**config.mk**
```make
export PLATFORM = sky130hd
export DESIGN_NAME = pc_sequencer
export DESIGN_NICKNAME = d
export VERILOG_FILES = /design/src/rtl/pc_sequencer.sv
export SDC_FILE = /design/constraint.sdc
export NUM_CORES = 1
export LEC_CHECK = 0
export CELL_PAD_IN_SITES_DETAIL_PLACEMENT = 0
export CELL_PAD_IN_SITES_GLOBAL_PLACEMENT = 1
export CORE_ASPECT_RATIO = 1.25
export CORE_UTILIZATION = 49
export DETAILED_ROUTE_END_ITERATION = 16
export HOLD_SLACK_MARGIN = 0.05
export PLACE_DENSITY = 0.92
export SYNTH_ARGS = -nofsm -noshare
export SYNTH_HDL_FRONTEND = slang
export SYNTH_SLANG_ARGS = --single-unit
```
**constraint.sdc**
```tcl
create_clock -name clk -period 7.95 [get_ports clk]
set_input_delay 1.1925 -clock clk [delete_from_list [all_inputs] [get_ports clk]]
set_output_delay 1.1925 -clock clk [all_outputs]
set_load 0.005 [all_outputs]
```
**src/rtl/pc_sequencer.sv**
```systemverilog
// rtl/pc_sequencer.sv - registered fetch PC with conditional branch, call/return and return-address stack
module pc_sequencer #(
  parameter int              PC_W      = 16,
  parameter int              RAS_DEPTH = 8,
  parameter logic [PC_W-1:0] RESET_PC  = '0
) (
  input  logic                           clk,
  input  logic                           rst,
  input  logic                           stall,
  input  logic                           branch,
  input  logic                           call,
  input  logic                           ret,
  input  logic                           halt,
  input  logic [2:0]                     cond,
  input  logic                           z,
  input  logic                           v,
  input  logic                           n,
  input  logic [PC_W-1:0]                b_imm,
  input  logic [PC_W-1:0]                c_imm,
  input  logic [PC_W-1:0]                ret_reg,
  output logic [PC_W-1:0]                pc,
  output logic [PC_W-1:0]                next_pc,
  output logic                           halted,
  output logic [$clog2(RAS_DEPTH):0]     ras_count,
  output logic                           ras_overflow,
  output logic                           ras_underflow
);

  localparam int AW = $clog2(RAS_DEPTH);
  localparam int CW = AW + 1;

  typedef enum logic {RUN, HALTED} state_t;

  state_t            state;
  logic [PC_W-1:0]   ras [RAS_DEPTH];
  logic [AW-1:0]     wr_ptr;
  logic [AW-1:0]     top_idx;
  logic [PC_W-1:0]   seq;
  logic              cond_ok;
  logic              accept;
  logic              ras_full;
  logic              ras_empty;
  logic              do_push;
  logic              do_pop;
  logic              underflow_evt;
  logic              halt_evt;

  assign seq       = pc + PC_W'(1);
  assign accept    = (state == RUN) && !stall;
  assign ras_full  = (ras_count == CW'(RAS_DEPTH));
  assign ras_empty = (ras_count == '0);
  // wr_ptr names the next free slot; the live top sits one below it
  assign top_idx   = wr_ptr - AW'(1);

  always_comb begin
    cond_ok = 1'b0;
    case (cond)
      3'b000: cond_ok = !z;
      3'b001: cond_ok = z;
      3'b010: cond_ok = !z && !n;
      3'b011: cond_ok = n;
      3'b100: cond_ok = !n;
      3'b101: cond_ok = n || z;
      3'b110: cond_ok = v;
      default: cond_ok = 1'b1;
    endcase
  end

  always_comb begin
    next_pc       = pc;
    do_push       = 1'b0;
    do_pop        = 1'b0;
    underflow_evt = 1'b0;
    halt_evt      = 1'b0;
    if (accept) begin
      if (branch) begin
        next_pc = cond_ok ? (seq + b_imm) : seq;
      end else if (call) begin
        next_pc = seq + c_imm;
        do_push = 1'b1;
      end else if (ret) begin
        if (!ras_empty) begin
          next_pc = ras[top_idx];
          do_pop  = 1'b1;
        end else begin
          next_pc       = ret_reg;
          underflow_evt = 1'b1;
        end
      end else if (halt) begin
        next_pc  = pc;
        halt_evt = 1'b1;
      end else begin
        next_pc = seq;
      end
    end
  end

  always_ff @(posedge clk) begin
    if (rst) begin
      state         <= RUN;
      pc            <= RESET_PC;
      halted        <= 1'b0;
      ras_count     <= '0;
      wr_ptr        <= '0;
      ras_overflow  <= 1'b0;
      ras_underflow <= 1'b0;
    end else begin
      pc            <= next_pc;
      ras_overflow  <= do_push && ras_full;
      ras_underflow <= underflow_evt;
      if (halt_evt) begin
        state  <= HALTED;
        halted <= 1'b1;
      end
      // A push into a full stack lands on the oldest slot, so the count saturates
      if (do_push) begin
        wr_ptr <= wr_ptr + AW'(1);
        if (!ras_full) ras_count <= ras_count + CW'(1);
      end else if (do_pop) begin
        wr_ptr    <= wr_ptr - AW'(1);
        ras_count <= ras_count - CW'(1);
      end
    end
  end

  always_ff @(posedge clk) begin
    if (!rst && do_push) ras[wr_ptr] <= seq;
  end

endmodule
```
== Word-level counts from Yosys, hierarchy flattened ==
Memories as Yosys holds them, arrays and structs flattened.
Index checks and enable logic that the tools add are counted.
Word-level totals
  flip-flop bits (word level): 26
  memory bits (writable): 128
  bits of input ports: 61
  output and inout bits: 39
  logic and storage cells: 68
  memories: 1
Memories
  ras: words 8, bits a word 16, rd ports 1, clocked after Yosys merged registers in 0, write ports 1, RTL line 35  | logic [PC_W-1:0] ras [RAS_DEPTH];
Cells by class
  add/subtract/negate cells: 7
  equality and inequality tests: 8
  multiplexer cells: 29
  bitwise gates (word level): 3
  reductions and logical operators: 14
Operators with widths (count)
  two-way mux 16 bit: 7
  adder 16 bit: 2
  adder 16 x 1 -> 16 bit, second input constant: 1
  two-way mux 1 bit: 16
  two-way mux 4 bit: 3
  equality test 3 bit, second input constant: 3
  one-hot mux 1 bit (7 select lines): 1
  equality test 3 x 2 -> 1 bit, second input constant: 2
  two-way mux 3 bit: 2
  OR reduction 5 bit: 1
  adder 4 x 1 -> 4 bit, second input constant: 1
  equality test 4 bit, second input constant: 1
  logical AND 1 bit: 4
  zero test 1 bit: 4
  zero test 4 bit: 1
  subtractor 4 x 1 -> 4 bit, second input constant: 1
  adder 3 x 1 -> 3 bit, second input constant: 1
  equality test 3 x 1 -> 1 bit, second input constant: 1
  zero test 3 bit: 1
  NOT 1 bit: 3
  subtractor 3 x 1 -> 3 bit, second input constant: 1
  != test 2 bit, second input constant: 1
  AND reduction 2 bit: 1
  nonzero test 2 bit: 1
  logical OR 1 bit: 1

== Logic depth before layout (Yosys ltp) ==
Gate-level depths: netlist (run 1).
  depth after elaboration: 8
  gate-level depth with buffers: 15
  mapped depth without buffers: 14

== Worst setup path before layout (run 1) ==
OpenSTA, ideal clock, no wires.
  path type: reg-to-output
  start: register pc[1]
  end: output next_pc[15]
  arrival time: 3278 ps
  required time: 6758 ps
  slack: 3480 ps
  cell stages (with the launch flop): 15
  path buffers: 0
  path through: dfxtp_1 > ha_1 > nand3_1 > nor3_1 > nand3_1 > xnor2_1 > ha_1 > a21oi_1 > o221a_2 > nand3_1 > mux2i_1 > o21ai_0 > xnor2_1 > mux2i_1 > nand3_1
On the way
  elaborated cells between the ends (all ways): 9
  those cells by class: add/sub: 3; mux: 6
RTL lines
  start, declared: RTL line 21  | output logic [PC_W-1:0] pc,
  start signal, assigned: RTL line 108  | pc <= next_pc;
  adder 16 x 1 -> 16 bit *: RTL line 48  | assign seq = pc + PC_W'(1);
  via seq[10]: RTL line 38  | logic [PC_W-1:0] seq;
  adder 16 bit, on equally long branches: RTL line 79, 77
  two-way mux 16 bit, on equally long branches: RTL line 78, 77
  two-way mux 16 bit *: RTL line 76  | if (branch) begin
  two-way mux 16 bit *: RTL line 75  | if (accept) begin
  end, declared: RTL line 22  | output logic [PC_W-1:0] next_pc,
Mark *: on every way through the listed nets, which the timed path passes. The rest lies on a longest branch.

== Worst setup path after layout (run 1) ==
  start: register pc[3]
  end: output next_pc[9]
The elaborated chain is that of the path after synthesis.

==> summary.txt, run 1 <==
Status
  – Outcome: finished clean

Worst setup path
  – Worst EP arrival: 5040 ps
  – Element type at the critical path start: register
  – Worst Setup End Kind: output pin
  – CP peak stage delay: 830 ps
  – Worst-path cell chain: nand4_2 -> or2_2 -> xnor2_1 -> ha_1 -> o21ai_0 -> nand2_1 -> and3_1 -> a21boi_0 -> xnor2_1 -> nor2_1 -> a211oi_1 -> a211oi_1 -> clkdlybuf4s50_1
  – Worst Reg-to-Reg Cells: 12
  – Setup slack, reg-to-reg: 3700 ps
  – CP max-delay cell: xnor2_1
  – CP max FO: 13
  – CP Data Required Time: 6760 ps
  – CP Class: reg2out

Timing
  – Hold Fails Final Rpt: 0
  – RSZ-0062 raised after global routing: false
  – Setup ws final: 1720 ps
  – Hold Slack: 577 ps
  – Setup TNS Final: 0 ps
  – Setup violations, final: 0
  – Minimum clock period: 6230 ps
  – Worst Tran Pin Value: 1100 ps
  – Fin crit share: 78.4%
  – Clk_skew: 8.03 ps
  – Relative slew slack: 26.1%
  – Final Max Tran Viols: 0
  – Max Fclk: 160 MHz

Yosys
  – Synthesized instance count: 749
  – Net Count, Synth: 856
  – Sequential fraction of the synthesis area: 49.4%
  – Synth unique cells: 67
  – Flops & latches, synth: 154
  – Synth warn: 0
  – Avg Cell Area, Syn: 11.8 µm²
  – Post-synth EDFFs: 128
  – Synthesized area: 8830 µm²
  – Synth async-reset ratio: 0%
  – Post-synth top flop: edfxtp_1

Layout
  – Layout area overhead: 20.7%
  – Net count, final: 954
  – Design area: 10,700 µm²
  – ANT cells: 0
  – Commonest non-fill, non-tap cell in the layout: edfxtp_1
  – Commonest non-fill, non-tap cells in the layout: edfxtp_1, clkdlybuf4s50_1, nor2_1
  – Layout cells sized above 1: 10.9%

Clock tree
  – Post-CTS Setup Bufs: 0
  – CTS tree: done
  – Clock Latency Late Sink: 420 ps
  – Bufs on Longest Clock Path: 2
  – CTS HTree Levels: 4
  – Hold_buf cts: 0
  – Clock sink count: 154
  – TritonCTS buffer count: 17
  – Clock-pin slew on the worst setup and hold paths: 60 ps
  – Resized cells post-CTS: 0
  – Clock root cell: clkbuf_16

Route
  – Post-route antenna net violation count: 0
  – Vias per Instance: 6.11
  – Routed len/inst: 21.6 µm
  – Drt initial violations: 498
  – Vias post-DR: 6,627
  – DRC viols: 0
  – DRT Wirelength: 23,500 µm
  – DRT Pass-1 Iters: 6

Power
  – Pleak: 3.87 nW
  – Peak supply drop: 0.000177 V
  – Pwr dens: 211 nW/µm²
  – Power Total: 0.00224 W

Global route
  – Largest net degree at the start of global routing: 36
  – Global-route wire length before repair: 36,000 µm
  – Vias in the first global route: 6,720
  – Total Routing Usage GR: 26.2%
  – Met1 Track Usage GR: 31.1%
  – Busiest grt layer: met2
  – M3 GR Usage: 4.09%
  – Grt met2 use: 45.4%
  – Total gr overflow: 0
  – Initial antenna violation count: 0

Placement
  – Post-DP Area: 10,100 µm²
  – Routability cong.: 0.939
  – Dpl hpwl: 16,700 µm
  – Place WS: 2070 ps
  – Port-buffer cells: 99

Worst hold path
  – Hold path depth: 2
  – HP Class: reg2reg

Floorplanning
  – Core ar.: 17,600 µm²
  – Starting density of the core: 50.3%
  – I/O pin count: 100
  – Row cnt: 54
  – Die Wd: 122 µm
  – Die Height: 152 µm
  – Die ar.: 18,600 µm²

Job
  – Max-cap violations: 0
-- flip-flops by register name (all words and copies together) (netlist names) --
signal         cells
ras_underflow      1
ras_overflow       1
wr_ptr             3
pc                16
state              1
ras              128
ras_count          4
-- stage by stage --
step | util [%] | cells
floorplan | - | 749
detailed placement | 57.3 | 1052
CTS | 60.7 | 1084
finish | 60.7 | 1084
global route | 60.7 | 1084
global placement | 57.3 | 1052
-- Yosys cell counts (all sizes together), types with 3 or more instances --
| master | count | area [µm²] |
|---|---|---|
| nand4 | 7 | 50.1 |
| nor4 | 7 | 65.1 |
| or2 | 3 | 21.3 |
| mux4 | 32 | 721 |
| inv | 27 | 101 |
| a21o | 8 | 60.1 |
| a211oi | 16 | 120 |
| ha | 43 | 538 |
| nand3 | 19 | 95.1 |
| dfxtp | 26 | 521 |
| edfxtp | 128 | 3840 |
| o22ai | 3 | 18.8 |
| a221oi | 4 | 35.0 |
| a311oi | 4 | 41.3 |
| a2111oi | 3 | 32.5 |
| xor2 | 26 | 254 |
| nor2b | 14 | 87.6 |
| o211ai | 19 | 143 |
| a21oi | 53 | 265 |
| and3 | 9 | 56.3 |
| fa | 3 | 60.1 |
| a31oi | 5 | 31.3 |
| buf | 16 | 100 |
| and2 | 3 | 18.8 |
| nor3 | 16 | 80.1 |
| clkbuf | 17 | 63.8 |
| nand2b | 10 | 62.6 |
| xnor2 | 28 | 245 |
| nor2 | 59 | 221 |
| nand2 | 52 | 195 |
| o31ai | 4 | 35.0 |
| o21ai | 32 | 160 |
| mux2i | 23 | 230 |
| a211o | 3 | 26.3 |
-- metal layers --
layer,wire (µm),vias to the layer above
li1,-,3052
met1,8930,3186
met2,12100,330
met3,1570,59
met4,874,0
met5,0,-
-- final timing paths --
check	startpoint	endpoint
worst max-delay path	pc[3]$_SDFF_PP0_	next_pc[9]
worst min-delay path	state$_SDFFE_PP0P_	state$_SDFFE_PP0P_
worst max register to register	pc[3]$_SDFF_PP0_	pc[11]$_SDFF_PP0_
worst min register to register	state$_SDFFE_PP0P_	state$_SDFFE_PP0P_
-- area by class of cell --
type	count	area (µm²)
inverters	27	101
clock inverters	15	163
clock buffers	17	425
flip-flops and latches	154	4370
multi-input cells	535	4230
fillers	1422	6910
repair buffers	112	1090
well taps	224	280
-- where the power goes --
group	switching, W	internal, W
sequential	0.0000258	0.000901
clock	0.000332	0.000468
combinational	0.000286	0.000232
total	0.000644	0.00160
-- critical path: cells and delay by family, from the launching register on --
kind	cells	cell delay, ps
AOI/OAI and AO/OA	4	1060
adders and majority gates	1	440
and+or+nand+nor	5	1100
DFF	1	520
xor gates and xnor gates	2	930
buffers and inverters	1	570
-- kinds of logic (layout without fill, tap and decap cells) --
kind of cell    Yosys count  in the layout  synth area share, %
compound gates          174            174                 13.0
xor+xnor                 54             54                 5.65
fa+ha+maj                46             46                 6.77
buf+inv                  60            171                 3.00
flops                   154            154                 49.4
mux                      55             55                 10.8
simple gates            206            206                 11.4
Power figures use the tool's default switching activity.
==> run 2, diff against run 1 <==
Settings changed: CORE_UTILIZATION 49 to 41, PLACE_DENSITY 0.92 to 0.83.
Clock period 7.95 ns to 5.2 ns, I/O delays scaled along.
==> run 2 against run 1 <==
  * Final cell count is 7.1% higher
  * First-iteration DRC count down 16%
  * Die area rose by 19%
  * Global-route usage down 3.3 points
  * Flip-flop and latch count is the same
  * Clock power rose by 57%
  * Clock-buffer cell count stayed put
  * Setup slack worse by 1500 ps
  * Via count down 0.14%
  * Register-to-register slack worse by 2000 ps
  * Routed wire length up 4.9%
  * Hold slack lost 11 ps
  * Critical path type unchanged
  * Critical endpoint is now next_pc[14]
==> summary.txt, run 2 (synthesis results as in run 1) <==
Route
  – DRT Pass-1 Iters: 5 (-1)
  – Routed len/inst: 21.2 µm (-2.0%)
  – Post-route antenna net violation count: 0 (unchanged)
  – DRC viols: 0 (unchanged)
  – DRT Wirelength: 24,600 µm (+4.9%)
  – Vias per Instance: 5.70 (-6.8%)
  – Vias post-DR: 6,618 (-0.14%)
  – Drt initial violations: 419 (-16%)

Power
  – Pwr dens: 320 nW/µm² (+52%)
  – Peak supply drop: 0.000236 V (+33%)
  – Power Total: 0.00352 W (+57%)
  – Pleak: 4.04 nW (+4.4%)

Floorplanning
  – Die ar.: 22,100 µm² (+19%)
  – Core ar.: 21,000 µm² (+19%)
  – Die Wd: 133 µm (+9.2%)
  – Row cnt: 59 (+9.3%)
  – Die Height: 166 µm (+9.2%)
  – Starting density of the core: 42.1% (-8.1 points)
  – I/O pin count: 100 (unchanged)

Global route
  – Total Routing Usage GR: 23.0% (-3.3 points)
  – Grt met2 use: 40.3% (-5.1 points)
  – Busiest grt layer: met2
  – Initial antenna violation count: 0 (unchanged)
  – M3 GR Usage: 3.14% (-0.95 points)
  – Vias in the first global route: 6,836 (+1.7%)
  – Met1 Track Usage GR: 27.2% (-3.9 points)
  – Total gr overflow: 0 (unchanged)
  – Global-route wire length before repair: 38,100 µm (+5.9%)
  – Largest net degree at the start of global routing: 35 (-2.8%)

Clock tree
  – CTS tree: done
  – TritonCTS buffer count: 17 (unchanged)
  – Clock Latency Late Sink: 430 ps (about the same)
  – CTS HTree Levels: 4 (unchanged)
  – Clock sink count: 154 (unchanged)
  – Clock-pin slew on the worst setup and hold paths: 70 ps (about the same)
  – Clock root cell: clkbuf_16
  – Bufs on Longest Clock Path: 2 (unchanged)

Layout
  – Biggest regs: ras x128, pc x16, ras_count x4
  – Layout area overhead: 24.5%
  – Net count, final: 981 (+2.8%)
  – Commonest non-fill, non-tap cell in the layout: edfxtp_1
  – Layout cells sized above 1: 15.7% (+4.7 points)
  – ANT cells: 0 (unchanged)
  – Reg with most FFs: ras
  – Max reg flops: 128 (unchanged)
  – Commonest non-fill, non-tap cells in the layout: edfxtp_1, clkdlybuf4s50_1, nor2_1

Placement
  – Port-buffer cells: 99 (unchanged)
  – Dpl hpwl: 17,700 µm (+5.7%)
  – Place WS: 118 ps (-1950 ps)
  – Routability cong.: 0.923 (-1.7%)

Timing
  – Setup ws final: 204 ps (-1510 ps)
  – Worst Tran Pin Value: 783 ps (-317 ps)
  – Relative slew slack: 47.8% (+22 points)
  – RSZ-0062 raised after global routing: false
  – Final Max Tran Viols: 0 (unchanged)
  – Fin crit share: 96.1%
  – Clk_skew: 9.10 ps (+1.06 ps)
  – Minimum clock period: 5000 ps
  – Hold Fails Final Rpt: 0 (unchanged)
  – Hold Slack: 566 ps (-10.9 ps)
  – Setup TNS Final: 0 ps (unchanged)
  – Setup violations, final: 0 (unchanged)
  – Max Fclk: 200 MHz

Worst hold path
  – HP Class: reg2reg

Worst setup path
  – Element type at the critical path start: register
  – Setup slack, reg-to-reg: 1730 ps (-1970 ps)
  – Worst Setup End Kind: output pin
  – CP max FO: 12 (-1)
  – CP Data Required Time: 4420 ps (-2340 ps)
  – CP Class: reg2out
  – Worst EP arrival: 4220 ps (-820 ps)

Status
  – Outcome: finished clean

Job
  – Max-cap violations: 0 (unchanged)
## run 2: changes by cell type in the layout (fill, tap and decap cells not counted), moves of 3 or more
| cell | change |
|---|---|
| nor3_2 | +3 |
| inv_8 | +3 |
| buf_4 | +27 |
| dfxtp_2 | +4 |
| dfxtp_1 | -4 |
## run 2: per-stage QoR
| stage | cell area (µm²) | cells | utilization, % |
|---|---|---|---|
| final | 11000 | 1161 | 52.5 |
| after global routing | 11000 | 1161 | 52.5 |
| after CTS | 10900 | 1161 | 52.2 |
| after detailed placement | 10300 | 1127 | 49.2 |
| after global placement | 10300 | 1127 | 49.2 |
| after floorplan | 8830 | 749 | - |
## run 2: worst paths after layout
check                                               start                      end  cells after the start
worst max register to register           pc[0]$_SDFF_PP0_        pc[14]$_SDFF_PP0_                     13
worst min-delay path            ras_count[3]$_SDFFE_PP0P_  ras_overflow$_SDFF_PP0_                      2
worst max-delay path                     pc[0]$_SDFF_PP0_              next_pc[14]                     14
worst min register to register  ras_count[3]$_SDFFE_PP0P_  ras_overflow$_SDFF_PP0_                      2
## run 2: critical path, cell delays in order (launching register included)
cell and delay [ps]:
dfxtp_2 370, buf_4 150, nand4_2 210, or2_2 360, xnor2_1 250, buf_4 250, ha_1 240, a21oi_1 180
o211ai_1 250, a21oi_1 300, o211ai_1 160, xor2_1 170, a311oi_2 340, nand2_1 100, clkdlybuf4s50_1 450
## run 2: final cells by class
| type | instances | area (µm²) |
|---|---|---|
| fillers | 1833 | 9970 |
| flip-flops and latches | 154 | 4370 |
| multi-input cells | 535 | 4290 |
| repair buffers | 139 | 1290 |
| clock buffers | 17 | 425 |
| well taps | 274 | 343 |
| clock inverters | 15 | 179 |
| inverters | 27 | 101 |
## run 2: where the power goes
group / leakage, nW / switching, W / internal, W
logic: 2.36 / 0.000456 / 0.000384
registers: 1.39 / 0.0000363 / 0.00138
clock network: 0.292 / 0.000537 / 0.000728
total: 4.04 / 0.00103 / 0.00249
## run 2: metal layers
| layer | routed length (µm) | share of wire (%) |
|---|---|---|
| met4 | 926 | 3.8 |
| met3 | 1240 | 5.0 |
| met2 | 12700 | 52 |
| met5 | 0 | 0 |
| met1 | 9750 | 40 |
## run 2: timing repair
action,4_1_cts,5_1_grt
setup buffers,2,0
resized for setup,5,16
cloned,0,0
setup endpoints to repair,3,7
hold buffers,0,0
